## src/rtl/ps2_pkg.sv

```systemverilog
// rtl/ps2_pkg.sv - PS/2 keyboard byte constants, decoder states and event record layout
package ps2_pkg;

    localparam logic [7:0] BYTE_EXT      = 8'hE0;
    localparam logic [7:0] BYTE_BRK      = 8'hF0;
    localparam logic [7:0] BYTE_PAUSE    = 8'hE1;
    localparam logic [7:0] STS_BAT_OK    = 8'hAA;
    localparam logic [7:0] STS_ACK       = 8'hFA;
    localparam logic [7:0] STS_ECHO      = 8'hEE;
    localparam logic [7:0] STS_RESEND    = 8'hFE;
    localparam logic [7:0] STS_BAT_ERR   = 8'hFC;
    localparam logic [7:0] STS_OVR_LO    = 8'h00;
    localparam logic [7:0] STS_OVR_HI    = 8'hFF;
    localparam logic [7:0] FAKE_SHIFT_L  = 8'h12;
    localparam logic [7:0] FAKE_SHIFT_R  = 8'h59;

    localparam int EV_W         = 11;
    localparam int EV_CODE_LSB  = 0;
    localparam int EV_REL_BIT   = 8;
    localparam int EV_EXT_BIT   = 9;
    localparam int EV_PAUSE_BIT = 10;
    localparam int FIFO_DEPTH   = 4;
    localparam logic [2:0] PAUSE_SKIP = 3'd7;

    typedef enum logic [1:0] {
        ST_IDLE  = 2'd0,
        ST_EXT   = 2'd1,
        ST_BRK   = 2'd2,
        ST_PAUSE = 2'd3
    } kbd_state_e;

    function automatic logic is_status(input logic [7:0] b);
        return (b == STS_BAT_OK) || (b == STS_ACK) || (b == STS_ECHO) ||
               (b == STS_RESEND) || (b == STS_BAT_ERR) || (b == STS_OVR_LO) ||
               (b == STS_OVR_HI);
    endfunction

    function automatic logic is_fake_shift(input logic [7:0] b);
        return (b == FAKE_SHIFT_L) || (b == FAKE_SHIFT_R);
    endfunction

    function automatic logic [EV_W-1:0] make_event(input logic pause, input logic ext,
                                                  input logic rel, input logic [7:0] code);
        logic [EV_W-1:0] e;
        e = '0;
        e[EV_CODE_LSB +: 8] = code;
        e[EV_REL_BIT]       = rel;
        e[EV_EXT_BIT]       = ext;
        e[EV_PAUSE_BIT]     = pause;
        return e;
    endfunction

endpackage

```

## src/rtl/ps2_evt_fifo.sv

```systemverilog
// rtl/ps2_evt_fifo.sv - first-word fall-through event queue, head data reads zero when empty
module ps2_evt_fifo #(
    parameter int WIDTH = 11,
    parameter int DEPTH = 4
) (
    input  logic             clk_i,
    input  logic             resetn_i,
    input  logic             in_tvalid_i,
    input  logic [WIDTH-1:0] in_tdata_i,
    output logic             in_tready_o,
    output logic             out_tvalid_o,
    input  logic             out_tready_i,
    output logic [WIDTH-1:0] out_tdata_o
);

    localparam int PW = (DEPTH > 1) ? $clog2(DEPTH) : 1;
    localparam int CW = $clog2(DEPTH + 1);
    localparam logic [CW-1:0] CNT_FULL = CW'(DEPTH);

    logic [WIDTH-1:0] mem_q [DEPTH];
    logic [PW-1:0]    wr_ptr_q, wr_ptr_d;
    logic [PW-1:0]    rd_ptr_q, rd_ptr_d;
    logic [CW-1:0]    cnt_q, cnt_d;
    logic             empty, full, do_push, do_pop;

    assign empty   = (cnt_q == '0);
    assign full    = (cnt_q == CNT_FULL);
    assign do_pop  = out_tready_i && !empty;
    // A full queue still accepts a write when the head leaves in the same cycle.
    assign in_tready_o = !full || do_pop;
    assign do_push = in_tvalid_i && in_tready_o;

    assign out_tvalid_o = !empty;
    assign out_tdata_o  = empty ? '0 : mem_q[rd_ptr_q];

    always_comb begin
        wr_ptr_d = wr_ptr_q;
        rd_ptr_d = rd_ptr_q;
        cnt_d    = cnt_q;
        if (do_push) begin
            wr_ptr_d = wr_ptr_q + 1'b1;
        end
        if (do_pop) begin
            rd_ptr_d = rd_ptr_q + 1'b1;
        end
        if (do_push && !do_pop) begin
            cnt_d = cnt_q + 1'b1;
        end else if (do_pop && !do_push) begin
            cnt_d = cnt_q - 1'b1;
        end
    end

    always_ff @(posedge clk_i) begin
        if (!resetn_i) begin
            wr_ptr_q <= '0;
            rd_ptr_q <= '0;
            cnt_q    <= '0;
        end else begin
            wr_ptr_q <= wr_ptr_d;
            rd_ptr_q <= rd_ptr_d;
            cnt_q    <= cnt_d;
        end
    end

    always_ff @(posedge clk_i) begin
        if (do_push) begin
            mem_q[wr_ptr_q] <= in_tdata_i;
        end
    end

endmodule

```

## src/rtl/ps2_kbd_ctrl.sv

```systemverilog
// rtl/ps2_kbd_ctrl.sv - PS/2 scan-code set 2 decoder with sequence timeout, status strobe and event queue
module ps2_kbd_ctrl
    import ps2_pkg::*;
#(
    parameter int CLK_HZ     = 100_000_000,
    parameter int TIMEOUT_US = 2000
) (
    input  logic       clk,
    input  logic       reset,
    input  logic       rx_done,
    input  logic [7:0] rx_data,
    output logic       ev_valid,
    input  logic       ev_ready,
    output logic [7:0] ev_code,
    output logic       ev_ext,
    output logic       ev_rel,
    output logic       ev_pause,
    output logic       sts_valid,
    output logic [7:0] sts_code,
    output logic       to_err,
    output logic       ovf,
    input  logic       ovf_clr
);

    localparam int TO_CYCLES = TIMEOUT_US * (CLK_HZ / 1_000_000);
    localparam int TO_W      = $clog2(TO_CYCLES + 1);
    localparam logic [TO_W-1:0] TO_LAST = TO_W'(TO_CYCLES - 1);

    kbd_state_e       state_q, state_d;
    logic             ext_flag_q, ext_flag_d;
    logic [2:0]       skip_cnt_q, skip_cnt_d;
    logic [TO_W-1:0]  to_cnt_q, to_cnt_d;
    logic             sts_valid_q, sts_valid_d;
    logic [7:0]       sts_code_q, sts_code_d;
    logic             to_err_q, to_err_d;
    logic             ovf_q, ovf_d;
    logic             push;
    logic [EV_W-1:0]  push_ev;
    logic             push_ready;
    logic [EV_W-1:0]  head_ev;

    always_comb begin
        state_d     = state_q;
        ext_flag_d  = ext_flag_q;
        skip_cnt_d  = skip_cnt_q;
        to_cnt_d    = to_cnt_q;
        sts_valid_d = 1'b0;
        sts_code_d  = sts_code_q;
        to_err_d    = 1'b0;
        push        = 1'b0;
        push_ev     = '0;
        if (rx_done) begin
            // A byte arriving on the terminal-count cycle takes priority over the timeout.
            to_cnt_d = '0;
            unique case (state_q)
                ST_IDLE: begin
                    if (rx_data == BYTE_EXT) begin
                        state_d = ST_EXT;
                    end else if (rx_data == BYTE_BRK) begin
                        state_d    = ST_BRK;
                        ext_flag_d = 1'b0;
                    end else if (rx_data == BYTE_PAUSE) begin
                        state_d    = ST_PAUSE;
                        skip_cnt_d = PAUSE_SKIP;
                    end else if (is_status(rx_data)) begin
                        sts_valid_d = 1'b1;
                        sts_code_d  = rx_data;
                    end else begin
                        push    = 1'b1;
                        push_ev = make_event(1'b0, 1'b0, 1'b0, rx_data);
                    end
                end
                ST_EXT: begin
                    if (rx_data == BYTE_BRK) begin
                        state_d    = ST_BRK;
                        ext_flag_d = 1'b1;
                    end else if (rx_data != BYTE_EXT) begin
                        state_d = ST_IDLE;
                        if (!is_fake_shift(rx_data)) begin
                            push    = 1'b1;
                            push_ev = make_event(1'b0, 1'b1, 1'b0, rx_data);
                        end
                    end
                end
                ST_BRK: begin
                    state_d    = ST_IDLE;
                    ext_flag_d = 1'b0;
                    if (!(ext_flag_q && is_fake_shift(rx_data))) begin
                        push    = 1'b1;
                        push_ev = make_event(1'b0, ext_flag_q, 1'b1, rx_data);
                    end
                end
                ST_PAUSE: begin
                    skip_cnt_d = skip_cnt_q - 3'd1;
                    if (skip_cnt_q == 3'd1) begin
                        state_d = ST_IDLE;
                        push    = 1'b1;
                        push_ev = make_event(1'b1, 1'b0, 1'b0, BYTE_PAUSE);
                    end
                end
                default: state_d = ST_IDLE;
            endcase
        end else if (state_q != ST_IDLE) begin
            if (to_cnt_q == TO_LAST) begin
                state_d    = ST_IDLE;
                ext_flag_d = 1'b0;
                skip_cnt_d = '0;
                to_cnt_d   = '0;
                to_err_d   = 1'b1;
            end else begin
                to_cnt_d = to_cnt_q + 1'b1;
            end
        end else begin
            to_cnt_d = '0;
        end
    end

    // Set wins over clear so an overflow in the clearing cycle is never lost.
    assign ovf_d = (push && !push_ready) || (ovf_q && !ovf_clr);

    always_ff @(posedge clk) begin
        if (!reset) begin
            state_q     <= ST_IDLE;
            ext_flag_q  <= 1'b0;
            skip_cnt_q  <= '0;
            to_cnt_q    <= '0;
            sts_valid_q <= 1'b0;
            sts_code_q  <= '0;
            to_err_q    <= 1'b0;
            ovf_q       <= 1'b0;
        end else begin
            state_q     <= state_d;
            ext_flag_q  <= ext_flag_d;
            skip_cnt_q  <= skip_cnt_d;
            to_cnt_q    <= to_cnt_d;
            sts_valid_q <= sts_valid_d;
            sts_code_q  <= sts_code_d;
            to_err_q    <= to_err_d;
            ovf_q       <= ovf_d;
        end
    end

    ps2_evt_fifo #(
        .WIDTH (EV_W),
        .DEPTH (FIFO_DEPTH)
    ) u_evt_fifo (
        .clk_i        (clk),
        .resetn_i     (reset),
        .in_tvalid_i  (push),
        .in_tdata_i   (push_ev),
        .in_tready_o  (push_ready),
        .out_tvalid_o (ev_valid),
        .out_tready_i (ev_ready),
        .out_tdata_o  (head_ev)
    );

    assign ev_code   = head_ev[EV_CODE_LSB +: 8];
    assign ev_rel    = head_ev[EV_REL_BIT];
    assign ev_ext    = head_ev[EV_EXT_BIT];
    assign ev_pause  = head_ev[EV_PAUSE_BIT];
    assign sts_valid = sts_valid_q;
    assign sts_code  = sts_code_q;
    assign to_err    = to_err_q;
    assign ovf       = ovf_q;

endmodule

```

## config.mk

```make
export PLATFORM = sky130hd
export DESIGN_NAME = ps2_kbd_ctrl
export DESIGN_NICKNAME = d
export VERILOG_FILES = /design/src/rtl/ps2_pkg.sv /design/src/rtl/ps2_evt_fifo.sv /design/src/rtl/ps2_kbd_ctrl.sv
export SDC_FILE = /design/constraint.sdc
export NUM_CORES = 1
export LEC_CHECK = 0
export BUFFER_PORTS_ARGS = -buffer_cell sky130_fd_sc_hd__clkbuf_2
export CAP_MARGIN = 20
export CORE_ASPECT_RATIO = 0.75
export CORE_UTILIZATION = 35
export DETAILED_ROUTE_END_ITERATION = 7
export PLACE_DENSITY = 0.51
export SLEW_MARGIN = 20
export SYNTH_ARGS = -nofsm -noshare
export SYNTH_HDL_FRONTEND = slang
export SYNTH_SLANG_ARGS = --single-unit
```

## constraint.sdc

```tcl
create_clock -name clk -period 4 [get_ports clk]
set_clock_uncertainty 0.2 [all_clocks]
set_input_delay 0.4 -clock clk [delete_from_list [all_inputs] [get_ports clk]]
set_output_delay 0.4 -clock clk [all_outputs]
set_load 0.02 [all_outputs]
```

-- Yosys cells after proc, flatten, opt, wreduce, memory -nomap -nowiden
Memories as Yosys holds them, arrays and structs flattened. A register that Yosys moved wholly into a read port is not among the register bits.
Cells that the tools add are included.
- add/subtract/negate cells: 6
- equality and inequality tests: 28
- mux-type cells: 55
- bitwise gates (word level): 7
- reduce and logical (&&, ||, !) cells: 36
- operator list (cell ; count):
    8-bit equality test (second input constant) ; 9
    11-bit case mux with 4 select lines ; 1
    10-bit two-way mux ; 4
    11-bit two-way mux ; 3
    8-bit two-way mux ; 4
    3-bit two-way mux ; 8
    2-bit two-way mux ; 11
    1-bit two-way mux ; 20
    18-bit by 1-bit adder with 18-bit output (second input constant) ; 1
    18-bit equality test (second input constant) ; 1
    3-bit inequality test (second input constant) ; 6
    6-bit AND reduction ; 3
    1-bit logical OR ; 9
    8-bit by 5-bit equality test with 1-bit output (second input constant) ; 1
    8-bit by 7-bit equality test with 1-bit output (second input constant) ; 1
    8-bit logical NOT ; 1
    8-bit inequality test (second input constant) ; 1
    2-bit case mux with 4 select lines ; 1
    2-bit nonzero test ; 4
    1-bit logical AND ; 7
    1-bit NOT ; 7
    1-bit logical NOT ; 6
    3-bit case mux with 2 select lines ; 1
    6-bit OR reduction ; 1
    other kinds (18) ; 21
- bits in registers: 42
- memory bits (writable): 44
- bits of input ports: 13
- output and inout bits: 23
- word-level logic and storage cells: 144
- memories: 1
- memories (name ; depth ; width ; rd ports ; clocked after memory_dff ; write ports ; line ; text):
    u_evt_fifo.mem_q ; 4 ; 11 ; 1 ; 1 ; 1 ; ps2_evt_fifo.sv:20 ; logic [WIDTH-1:0] mem_q [DEPTH];

-- Logic depth before layout (Yosys ltp)
- word-level depth: 18
- depth in mapped cells: 15
- depth with buffers taken out: 13

-- By module
Synthesis repeated with hierarchy kept, for this count alone.
- cell total of the unflattened synthesis: 370
- area total of the unflattened synthesis: 4127.7 µm²
- modules (own cells, without submodules) (module ; instances ; cells each ; area each (µm²) ; seq. area each (µm²)):
    ps2_evt_fifo ; 1 ; 119 ; 2133.3 ; 1501.4
    ps2_kbd_ctrl ; 1 ; 251 ; 1994.4 ; 700.7

-- Worst setup path after synthesis
Ideal clock, no wire load.
- kind: in2reg
- start point: in rx_data[0]
- end point: reg u_evt_fifo.cnt_q[2]
- library setup time: 0.070 ns
- arrival time: 3.037 ns
- data required time: 3.730 ns
- setup slack: 0.694 ns
- cell stages on the path: 15
- path buffers: 4
- path through: buf_6 > or4_4 > buf_6 > nand2b_4 > and4b_1 > buf_6 > or2_4 > buf_6 > o21a_1 > ha_1 > inv_1 > fa_1 > xor2_1 > or3_1 > a21oi_1
- word-level cells in the longest chain between the ends: 17
- elaborated cells on any way between the ends: 37
- classes of those cells: eq/ne (12); mux (11); reduce/logical (14)
- RTL lines (element ; line ; text):
    start, declared ; ps2_kbd_ctrl.sv:11 ; input logic [7:0] rx_data,
    8-bit equality test ; ps2_pkg.sv:33 ; return (b == STS_BAT_OK) || (b == STS_ACK) || (b == STS_ECHO) ||
    1-bit logical OR (3 in series) ; ps2_pkg.sv:33 ;
    1-bit logical OR (3 in series) ; ps2_pkg.sv:34 ; (b == STS_RESEND) || (b == STS_BAT_ERR) || (b == STS_OVR_LO) ||
    1-bit two-way mux ; ps2_kbd_ctrl.sv:65 ; end else if (is_status(rx_data)) begin
    1-bit two-way mux ; ps2_kbd_ctrl.sv:62 ; end else if (rx_data == BYTE_PAUSE) begin
    1-bit two-way mux ; ps2_kbd_ctrl.sv:59 ; end else if (rx_data == BYTE_BRK) begin
    1-bit two-way mux ; ps2_kbd_ctrl.sv:57 ; if (rx_data == BYTE_EXT) begin
    1-bit case mux with 4 select lines (*) ; ps2_kbd_ctrl.sv:55 ; unique case (state_q)
    1-bit two-way mux (*) ; ps2_kbd_ctrl.sv:52 ; if (rx_done) begin
    1-bit logical AND (*) ; ps2_evt_fifo.sv:31 ; assign do_push = in_tvalid_i && in_tready_o;
    net u_evt_fifo.do_push ; ps2_evt_fifo.sv:24 ; logic empty, full, do_push, do_pop;
    1-bit logical NOT ; ps2_evt_fifo.sv:48 ; end else if (do_pop && !do_push) begin
    1-bit logical AND ; ps2_evt_fifo.sv:48 ;
    2-bit nonzero test (no source line) ; n/a ;
    end signal, assigned ; ps2_evt_fifo.sv:61 ; cnt_q <= cnt_d;
    end, declared ; ps2_evt_fifo.sv:23 ; logic [CW-1:0] cnt_q, cnt_d;
Mark *: on every way through the listed nets, which the timed path passes. The rest lies on a longest branch.
A chain may end at the register's enable or synchronous reset.

-- Worst setup path after layout
- start point: reg state_q[0]
- end point: reg u_evt_fifo.cnt_q[2]
- word-level cells in the longest chain between the ends: 7
- elaborated cells on any way between the ends: 12
- classes of those cells: eq/ne (3); mux (3); reduce/logical (6)
- RTL lines (element ; line ; text):
    start, declared ; ps2_kbd_ctrl.sv:29 ; kbd_state_e state_q, state_d;
    start signal, assigned ; ps2_kbd_ctrl.sv:132 ; state_q <= state_d;
    2-bit equality test, or another cell as far along ; ps2_kbd_ctrl.sv:55 ;
    1-bit case mux with 4 select lines (*) ; ps2_kbd_ctrl.sv:55 ;
    1-bit two-way mux (*) ; ps2_kbd_ctrl.sv:52 ;
    1-bit logical AND (*) ; ps2_evt_fifo.sv:31 ;
    net u_evt_fifo.do_push ; ps2_evt_fifo.sv:24 ;
    1-bit logical NOT ; ps2_evt_fifo.sv:48 ;
    1-bit logical AND ; ps2_evt_fifo.sv:48 ;
    2-bit nonzero test (no source line) ; n/a ;
Marked as above.

==> results.cfg <==
[status]
status = finished clean

[global_route]
grt_overflow = 0
number_of_global_route_vias_before_repair = 2539
maximum_number_of_pins_on_one_net_before_global_route_repair = 19
grt_first_pass_wirelength_mm = 13.3
initial_antenna_violation_count = 0
overall_global_routing_resource_usage = 0.145

[cts]
clockBufferDepth = 2
clk_latency_ns = 0.34
cts_post_setup_buffers_inserted = 0
cts.htree.levels = 3
clock_sink_count = 88
cts_tree = done
cts_resized = 0
buffer_type_at_the_clock_tree_root = sky130_fd_sc_hd__clkbuf_16
cts-hold-fix-buffers = 0
cts.reportedPaths.clkPinSlew_ns = 0.07
cts-buffers-inserted = 9

[sta]
minimum_clock_period_after_layout_ns = 3.60
final_critical_path_setup_slack_ns = 0.401
setup_total_negative_slack_ns = 0
finalHoldWorstSlack_ns = 0.173
relSlewSlack = 0.493
hold_violations = 0
finalMaxSlewViolations = 0
rsz0062_at_grt = no
finalCritPeriodShare = 0.900
setup-violations-final = 0
timing.fmax_ghz = 0.278
worst_pin_slew_ns = 0.759

[placement]
placed_instance_area_sq_um = 4350
gpl.final_weighted_congestion = 0.803
number_of_placed_cells_counting_well_taps = 511
pre_cts_ws_ns = 0.465
hpwlAfterDp_mm = 5.63
placement.io_buffers = 35

[synthesis]
synth-async-reset-ratio = 0
synth_ff_type = sky130_fd_sc_hd__edfxtp_1
syn-instance-count = 353
syn-num-nets = 379
ys.warnings.count = 0
synth-edff-count = 44
synthesis.area_sq_um = 4090
synth_sequential_area_ratio = 0.538
seq_cells_post_synth = 88
synth_area_per_cell_sq_um = 11.6
synth_cell_type_count = 50

[power_and_ir_drop]
final_power_mw = 2.49
total_leakage_power_nw = 1.67
power_density_nw_per_um2 = 535
vdd_ir_drop_max_v = 0.000200

[floorplanning]
die_h_microns = 95.6
floorplan.die.width_microns = 127
die-area_sq_um = 12100
core.rowCount = 33
floorplan.initialDensity = 0.367
boundary_pins = 36
core_region_area_sq_um = 11100

[detailed_routing]
drc = 0
per_cell_routed_wire_length_microns = 15.6
drt-pass1-iter-count = 4
drt-initial-drc-count = 175
num_vias = 2726
route.final.wire_length_mm = 8.24
vias_per_cell = 5.17
final_antenna_net_count = 0

[setup_path]
worst-endpoint-arrival_ns = 3.66
timing.critical_path.slowest_cell_delay_ns = 0.47
setup.worst_path.end_class = register
timing.critical_path.buf_inv = 2
critPathTopFamily = simple AND/OR/NAND/NOR gates
worstPathMaxFanout = 12
crit_type = register to register
slowest_stage = sky130_fd_sc_hd__o22ai_1
critPathRequiredTime_ns = 4.07
worst_setup_path_start_kind = register
critical_path.cell_chain = inv_1 -> ha_1 -> nor2b_1 -> o211ai_1 -> o22ai_1 -> or2_4 -> o21a_1 -> ha_1 -> inv_1 -> fa_1 -> xor2_1 -> or3_1 -> a21oi_1

[cells_and_area]
post-route-util = 0.417
final_cells = 527
drive_above_1_share = 0.178
mostFrequentLayoutCells = sky130_fd_sc_hd__dfxtp_1, sky130_fd_sc_hd__edfxtp_1, sky130_fd_sc_hd__nor2_1
final_nets = 408
fin_area_sq_um = 4650
n_antenna_cell = 0
syn_to_final_growth_pct = 13.7

[job]
max_cap_violations = 0

[min_path]
hp-class = input port to register
## synth_stat cells (all sizes together) (3+ instances only)
library cell,number,area (sq um)
dfxtp,44,881
o311ai,3,33.8
buf,7,58.8
and2,17,106
or4b,4,40.0
nand2,16,60.1
clkbuf,12,45.0
mux2i,11,110
a21o,6,45.0
and3,4,25.0
a21oi,10,50.1
xnor2,10,87.6
nand2b,3,26.3
nor3,7,35.0
nand4,5,31.3
edfxtp,44,1320
o311a,5,50.1
mux4,11,248
ha,12,150
nor2,43,161
o21ai,9,45.0
or3,5,31.3
inv,15,56.3
nand3,9,45.0
nor4,5,31.3
xor2,11,96.3
## layout make-up
cell class              count  area [sq um]
fillers                  1087          6500
multi-input cells         231          1730
repair buffers             37           190
well taps                 140           175
flip-flops and latches     88          2200
clock inverters             7          73.8
inverters                  15          56.3
clock buffers               9           225
## state kept, by name, indices dropped and copies added, names as in the netlist, named ones only
register	count
u_evt_fifo.wr_ptr_q	2
u_evt_fifo.rd_ptr_q	2
to_err	1
state_q	2
to_cnt_q	18
sts_valid	1
u_evt_fifo.mem_q	44
ovf	1
ext_flag_q	1
sts_code	8
u_evt_fifo.cnt_q	3
skip_cnt_q	3
## path summary, 6_finish.rpt
check / startpoint / to / slack (ns) / depth (start not counted)
hold reg to reg: to_cnt_q[0] / to_cnt_q[0] / 0.27 / 1
setup / recovery: state_q[0] / u_evt_fifo.cnt_q[2] / 0.40 / 13
setup reg to reg: state_q[0] / u_evt_fifo.cnt_q[2] / 0.40 / 13
hold / removal: ovf_clr / ovf / 0.17 / 3
## metal layers
layer	track usage	share of wire	up-vias	wire length (microns)
li1	-	-	1340	-
met1	0.203	0.53	1340	4370
met2	0.218	0.42	38	3490
met3	0.0398	0.036	8	293
met4	0.0476	0.010	0	83
met5	0	0	-	0
## power breakdown
part	internal, mW	switching [mW]
Sequential	1.02	0.0657
Combinational	0.243	0.321
Clock	0.441	0.394
Total	1.71	0.781
## worst reg2reg max path: cells and delay by family, from the launching register on
kind                     cells  cell delay [ns]
AND/OR/NAND/NOR              3             0.89
adder cells (fa/ha/maj)      3             0.87
AO/OA/AOI/OAI                4             0.87
flip-flops                   1             0.38
XOR/XNOR                     1             0.18
buffers and inverters        2             0.14
## cells by family (layout without fill, tap and decap cells)
group,Yosys count,count (layout),share of synthesized area
compound gates,46,46,0.0808
xor+xnor,21,21,0.0450
fa+ha+maj,13,13,0.0416
buf+inv,34,68,0.0392
flops,88,88,0.538
mux,22,22,0.0875
simple gates,129,129,0.168
(Power assumes the default switching activity.)
